$ cat config.mk
export PLATFORM = sky130hd
export DESIGN_NAME = sm_addsub_pipe
export DESIGN_NICKNAME = d
export VERILOG_FILES = /design/src/rtl/sm_addsub_pipe.sv
export SDC_FILE = /design/constraint.sdc
export NUM_CORES = 1
export LEC_CHECK = 0
export CAP_MARGIN = 20
export CORE_MARGIN = 4
export CORE_UTILIZATION = 50
export CTS_BUF_LIST = sky130_fd_sc_hd__clkbuf_8
export CTS_CLUSTER_DIAMETER = 50
export DETAILED_ROUTE_END_ITERATION = 8
export PLACE_DENSITY = 0.88
export REMOVE_ABC_BUFFERS = 1
export SYNTH_ARGS = -nofsm -noshare
export SYNTH_HDL_FRONTEND = slang
export SYNTH_SLANG_ARGS = --single-unit
$ cat constraint.sdc
create_clock -name Clock -period 4.2 [get_ports Clock]
set_clock_uncertainty 0.05 [all_clocks]
set_input_delay 0.84 -clock Clock [delete_from_list [all_inputs] [get_ports Clock]]
set_output_delay 0.84 -clock Clock [all_outputs]
set_load 0.01 [all_outputs]
$ cat src/rtl/sm_addsub_pipe.sv
// sm_addsub_pipe: two-stage sign-magnitude add/subtract unit with
// valid/ready handshakes on both sides and C/Z/V/N condition codes.
module sm_addsub_pipe #(
    parameter int N    = 24,
    parameter int TAGW = 4
) (
    input  logic            Clock,
    input  logic            Reset_n,
    input  logic            InValid,
    output logic            InReady,
    input  logic [N-1:0]    FracA,
    input  logic            SignA,
    input  logic [N-1:0]    FracB,
    input  logic            SignB,
    input  logic            Op,
    input  logic [TAGW-1:0] TagIn,
    output logic            OutValid,
    input  logic            OutReady,
    output logic [N-1:0]    Result,
    output logic            ResultHi,
    output logic            SignR,
    output logic [TAGW-1:0] TagOut,
    output logic            ccc,
    output logic            ccz,
    output logic            ccv,
    output logic            ccn
);
    localparam int W = N + 2;

    typedef struct packed {
        logic [W-1:0]    add_a;
        logic [W-1:0]    add_b;
        logic [TAGW-1:0] tag;
    } s1_t;

    typedef struct packed {
        logic [N-1:0]    res;
        logic            hi;
        logic            sgn;
        logic [TAGW-1:0] tag;
        logic            c;
        logic            z;
    } s2_t;

    logic            s1_valid_q, s1_valid_d;
    logic            s2_valid_q, s2_valid_d;
    s1_t             s1_q, s1_d;
    s2_t             s2_q, s2_d;
    logic            s2_adv;
    logic            s1_adv;
    logic            sign_be;
    logic [W-1:0]    ext_a;
    logic [W-1:0]    ext_b;
    logic [W:0]      sum;
    logic [N:0]      neg_s;
    logic [N:0]      mag;

    assign s2_adv  = !s2_valid_q || OutReady;
    assign s1_adv  = s2_adv;
    assign InReady = !s1_valid_q || s1_adv;

    always_comb begin
        sign_be    = SignB ^ Op;
        ext_a      = SignA ? -{2'b00, FracA} : {2'b00, FracA};
        ext_b      = sign_be ? -{2'b00, FracB} : {2'b00, FracB};
        s1_valid_d = s1_valid_q;
        s1_d       = s1_q;
        if (InReady) begin
            s1_valid_d = InValid;
            if (InValid) begin
                s1_d.add_a = ext_a;
                s1_d.add_b = ext_b;
                s1_d.tag   = TagIn;
            end
        end
    end

    // |sum| < 2^(N+1), so negating only the low N+1 bits is exact
    always_comb begin
        sum        = {1'b0, s1_q.add_a} + {1'b0, s1_q.add_b};
        neg_s      = -sum[N:0];
        mag        = sum[W-1] ? neg_s : sum[N:0];
        s2_valid_d = s2_valid_q;
        s2_d       = s2_q;
        if (s2_adv) begin
            s2_valid_d = s1_valid_q;
            if (s1_valid_q) begin
                s2_d.res = mag[N-1:0];
                s2_d.hi  = mag[N];
                s2_d.sgn = sum[W-1];
                s2_d.tag = s1_q.tag;
                s2_d.c   = sum[W];
                s2_d.z   = (mag == '0);
            end
        end
    end

    always_ff @(posedge Clock or negedge Reset_n) begin
        if (!Reset_n) begin
            s1_valid_q <= 1'b0;
            s2_valid_q <= 1'b0;
            s1_q       <= '0;
            s2_q       <= '0;
        end else begin
            s1_valid_q <= s1_valid_d;
            s2_valid_q <= s2_valid_d;
            s1_q       <= s1_d;
            s2_q       <= s2_d;
        end
    end

    assign OutValid = s2_valid_q;
    assign Result   = s2_q.res;
    assign ResultHi = s2_q.hi;
    assign SignR    = s2_q.sgn;
    assign TagOut   = s2_q.tag;
    assign ccc      = s2_q.c;
    assign ccz      = s2_q.z;
    assign ccv      = s2_q.hi;
    assign ccn      = s2_q.sgn;
endmodule

======== Word-level counts from Yosys, hierarchy flattened ========
Index checks and enable logic that the tools add are counted.
word-level totals
  bits of input ports ..................... 59
  word-level logic and storage cells ...... 26
  output and inout port bits .............. 36
  bits in registers ....................... 90
operators by class
  reductions and logical operators ........ 7
  bitwise gates (word level) .............. 1
  muxes and demuxes ....................... 3
  add/sub/neg operators ................... 4
operators by type and width
  cell                                       number
  26-bit 2-to-1 mux                          2
  24-bit negation with 26-bit output         2
  26-bit by 26-bit adder with 27-bit output  1
  25-bit logical NOT                         1
  25-bit 2-to-1 mux                          1
  25-bit negation                            1
  2-bit AND reduction                        2
  1-bit logical NOT                          2
  1-bit logical OR                           2
  1-bit bitwise XOR                          1

======== Logic depth before layout (Yosys ltp) ========
  word-level depth ........................ 4
  mapped depth ............................ 13
  mapped depth without buffers ............ 12

======== Worst setup path after synthesis ========
Ideal clock, no wire load.
  path kind ............................... register to register
  from .................................... reg s1_q[4] (netlist name)
  to ...................................... reg s2_q, in the netlist ccz
  path slack .............................. 0.098 ns
  required time ........................... 4.058 ns
  cell stages (with the launch flop) ...... 14
  path buffers ............................ 1
  period minus slack after synthesis ...... 4.102 ns
  data arrival time ....................... 3.960 ns
  setup time .............................. 0.092 ns
  cells stage by stage .................... dfrtp_1 > ha_1 > fa_1 > a21o_2 > a221oi_2 > o21ai_0 > xor2_1 > or3_1 > clkbuf_1 > nor3_1 > mux2i_1 > nand4_1 > or4_4 > o31ai_2
between the ends
  longest elaborated chain between the ends .. 4
ends and longest elaborated chain
  what                                           RTL line  source
  from (decl)                                    47        s1_t s1_q, s1_d;
  from (signal assigned)                         102       s1_q <= '0;
  from (signal assigned)                         107       s1_q <= s1_d;
  26-bit by 26-bit adder with 27-bit output (*)  80        sum = {1'b0, s1_q.add_a} + {1'b0, s1_q.add_b};
  25-bit negation                                81        neg_s = -sum[N:0];
  25-bit 2-to-1 mux (*)                          82        mag = sum[W-1] ? neg_s : sum[N:0];
  25-bit logical NOT (*)                         93        s2_d.z = (mag == '0);
  to (signal assigned)                           103       s2_q <= '0;
  to (signal assigned)                           108       s2_q <= s2_d;
  to (decl)                                      48        s2_t s2_q, s2_d;
Mark *: on every way between the ends. The rest lies on a longest branch, timed or not.
A chain may end at the register's enable or synchronous reset.

======== Worst setup path in the final report ========
  from .................................... reg s1_q[16] (netlist name)
  to ...................................... reg s2_q, in the netlist ccz
The elaborated chain is that of the path after synthesis.

==> results.toml <==
[placed_design]
dp_cells = 1062
place_hpwl_um = 12800
placed_area_sq_um = 7930
gp_congestion = 0.910
portBuffers = 94

[logic_synthesis]
ys.warnings.count = 0
netlist_instances = 802
yosysMostFrequentCell = "nand2_1"
async_flop_share_pct = 100
synth-seq-cells = 90
synth.distinct_cells = 77
synth_top_cell_by_area = "dfrtp_1"
avgSynthCellArea_sq_um = 8.38
synth-edff-count = 0
synth_top_area_share_pct = 33.5
synthTopCellsByCount = "nand2_1 (118), o21ai_0 (101), dfrtp_1 (90)"
netlist_area_sq_um = 6720
synth_ff_type = "dfrtp_1"
ys_top_cells_by_area = "dfrtp_1 (34%), o21ai_0 (7.5%), nand2_1 (6.6%), ha_1 (5.4%), xnor2_1 (5.3%)"
ys_seq_area_share_pct = 33.5

[run_status]
outcome = "finished, final reports clean"

[die]
initial_core_util_pct = 51.0
num_io_pins = 95
rows = 42
die_y_um = 124
dieWidth_um = 124
coreArea_sq_um = 13200
dieArea_sq_um = 15400

[run]
drv_cap = 0

[worst_setup_path]
crit_slowest_cell = "or4_4"
worstPathMaxFanout = 9
crit_type = "reg2reg"
reg2reg_depth = 11
cp_data_required_time_ns = 4.43
critPathMaxStageDelay_ns = 0.55
arrival_ns = 4.25
critPathLaunchType = "flop"
cpMostUsedCell = "or4_4"
end_kind = "flop"
crit_chain = "ha_1, a21oi_1, o21ai_1, a2111oi_0, and4b_1, or4_1, or4_4, o21a_1, xor2_1, or4_4, o31ai_2"

[cells_and_area]
fin_nets = 988
largest_reg_flops = 56
area_growth_syn_to_layout_pct = 22.2
finish.instance_area_sq_um = 8220
drive_gt1_share_pct = 8.52
stdcell_count = 1080
largest_register = "s1_q"
diodes = 0

[sta]
slew_headroom_pct = 43.2
setup_violations = 0
max_freq_ghz = 0.248
drv_slew = 0
tightest_slew_ns = 0.849
fin_crit_ns = 4.03
fin_crit_sh_pct = 95.9
hold_viol = 0
hold_slack_ns = 0.431

[global_routing]
grt_max_degree = 62
grt_antenna_before_repair = 0
grt_pass1_vias = 5621
overflow = 0
grt_pass1_wl_um = 26400
grtUsageTotal_pct = 21.4

[clock_tree]
cts_tree = "built"
clkLatencyLatePin_ns = 0.36
cts_buffers = 9
hold_buffers = 0
clk_path_buf_depth = 2
htree_levels = 3
clk_pin_slew_worst_paths_ns = 0.09
clkSinkCount = 90
clockRootBuffer = "clkbuf_8"

[detailed_routing]
vias_per_cell = 5.72
wl_um = 16100
ant_nets = 0
num_vias = 6175
drt-wirelength-per-cell_um = 14.9
drt_pass1_iterations = 5
post-route-drc-count = 0
drtIter0Drc = 420

[worst_hold_path]
hold_class = "reg2reg"
min_path_cells = 2

[power_and_ir_drop]
power_density_nw_per_um2 = 550
power_uw = 4520
peakVddDrop_mv = 0.227
leakagePower_uw = 0.00340
==> critical path, delay by kind of cell (launching register included) <==
| kind | cells | cell delay [ns] |
|---|---|---|
| AND/OR/NAND/NOR | 4 | 1.77 |
| AO/OA/AOI/OAI | 5 | 1.15 |
| adder cells (fa/ha/maj) | 1 | 0.41 |
| flip-flops | 1 | 0.40 |
| XOR/XNOR | 1 | 0.15 |
==> cell usage in the layout (no fill, tap or decap), types with 3 or more instances in the layout <==
cell / Yosys / final
o21a_1: 8 / 8
clkbuf_8: 0 / 9
mux2_2: 10 / 10
nor2_1: 50 / 48
nor4_1: 10 / 9
o21ai_0: 101 / 98
xor2_1: 41 / 41
a21o_1: 11 / 11
a211oi_1: 7 / 7
clkdlybuf4s50_1: 0 / 93
nand4_1: 8 / 8
a2111oi_0: 5 / 4
buf_4: 3 / 26
nor3_1: 19 / 19
o41ai_1: 5 / 5
a211o_1: 3 / 3
nand2_1: 118 / 116
dfrtp_1: 90 / 90
ha_1: 29 / 27
nand2b_1: 7 / 7
mux2i_1: 8 / 8
and3_1: 5 / 5
or3_1: 11 / 10
a31oi_1: 6 / 6
nor3b_1: 5 / 4
o32ai_1: 4 / 4
o211ai_1: 7 / 7
a22oi_1: 4 / 4
nor2b_1: 3 / 3
o21bai_1: 4 / 4
or4_1: 9 / 9
a21oi_1: 37 / 37
o31ai_1: 14 / 14
inv_1: 18 / 20
nand3_1: 13 / 13
xnor2_1: 41 / 41
and2_1: 8 / 8
==> routing by layer <==
layer  global-route usage, %  up-vias  routed length, um
met1                    30.6     2858               7680
met3                    3.18       19                865
li1                        -     3122                  -
met4                    6.84        0                289
met2                    33.6      176               7260
met5                       0        -                  0
==> through the flow <==
stage                     utilization (%)  setup slack [ns]  TNS (ns)
after floorplan                         -             0.145         0
after global placement               60.1             0.184         0
after detailed placement             60.1             0.114         0
after CTS                            61.7             0.105         0
after global routing                 62.3           -0.0121   -0.0121
final                                62.3             0.173         0
==> logic make-up after synthesis <==
| kind of cell | Yosys count | share of synthesized area [%] |
|---|---|---|
| AOI/OAI and AO/OA | 248 | 23.7 |
| xor gates and xnor gates | 82 | 10.7 |
| adders and majority gates | 30 | 5.70 |
| buffers and inverters | 53 | 3.48 |
| DFF | 90 | 33.5 |
| muxes | 18 | 2.87 |
| and+or+nand+nor | 281 | 20.1 |
==> what timing repair did <==
| item | CTS | global route |
|---|---|---|
| setup endpoints to repair | 0 | 1 |
| resized for setup | 0 | 16 |
| buffers inserted | 0 | 2 |
==> path summary, 6_finish.rpt <==
path	start	endpoint	slack, ns
setup / recovery	s1_q[16]$_DFFE_PN0P_	ccz$_DFFE_PN0P_	0.17
min in group asynchronous	Reset_n	OutValid$_DFFE_PN0P_	0.49
setup reg to reg	s1_q[16]$_DFFE_PN0P_	ccz$_DFFE_PN0P_	0.17
max in group asynchronous	Reset_n	s1_q[4]$_DFFE_PN0P_	2.91
hold reg to reg	Result[10]$_DFFE_PN0P_	Result[10]$_DFFE_PN0P_	0.43
hold / removal	Result[10]$_DFFE_PN0P_	Result[10]$_DFFE_PN0P_	0.43
==> power breakdown <==
| group | switching [uW] | internal [uW] | leakage [uW] | total, uW |
|---|---|---|---|---|
| Clock | 303 | 330 | 0.000116 | 633 |
| Sequential | 130 | 1100 | 0.00110 | 1230 |
| Combinational | 1460 | 1200 | 0.00219 | 2660 |
| Total | 1900 | 2620 | 0.00340 | 4520 |
==> final cells by class <==
type                            instances  area, sq um
Timing Repair Buffer                  121         1170
Sequential cell                        90         2250
Clock buffer                            9          124
Tap cell                              176          220
Inverter                               18         67.6
Multi-Input combinational cell        659         4300
Clock inverter                          7         86.3
Fill cell                            1169         4970
Power figures use the tool's default switching activity.
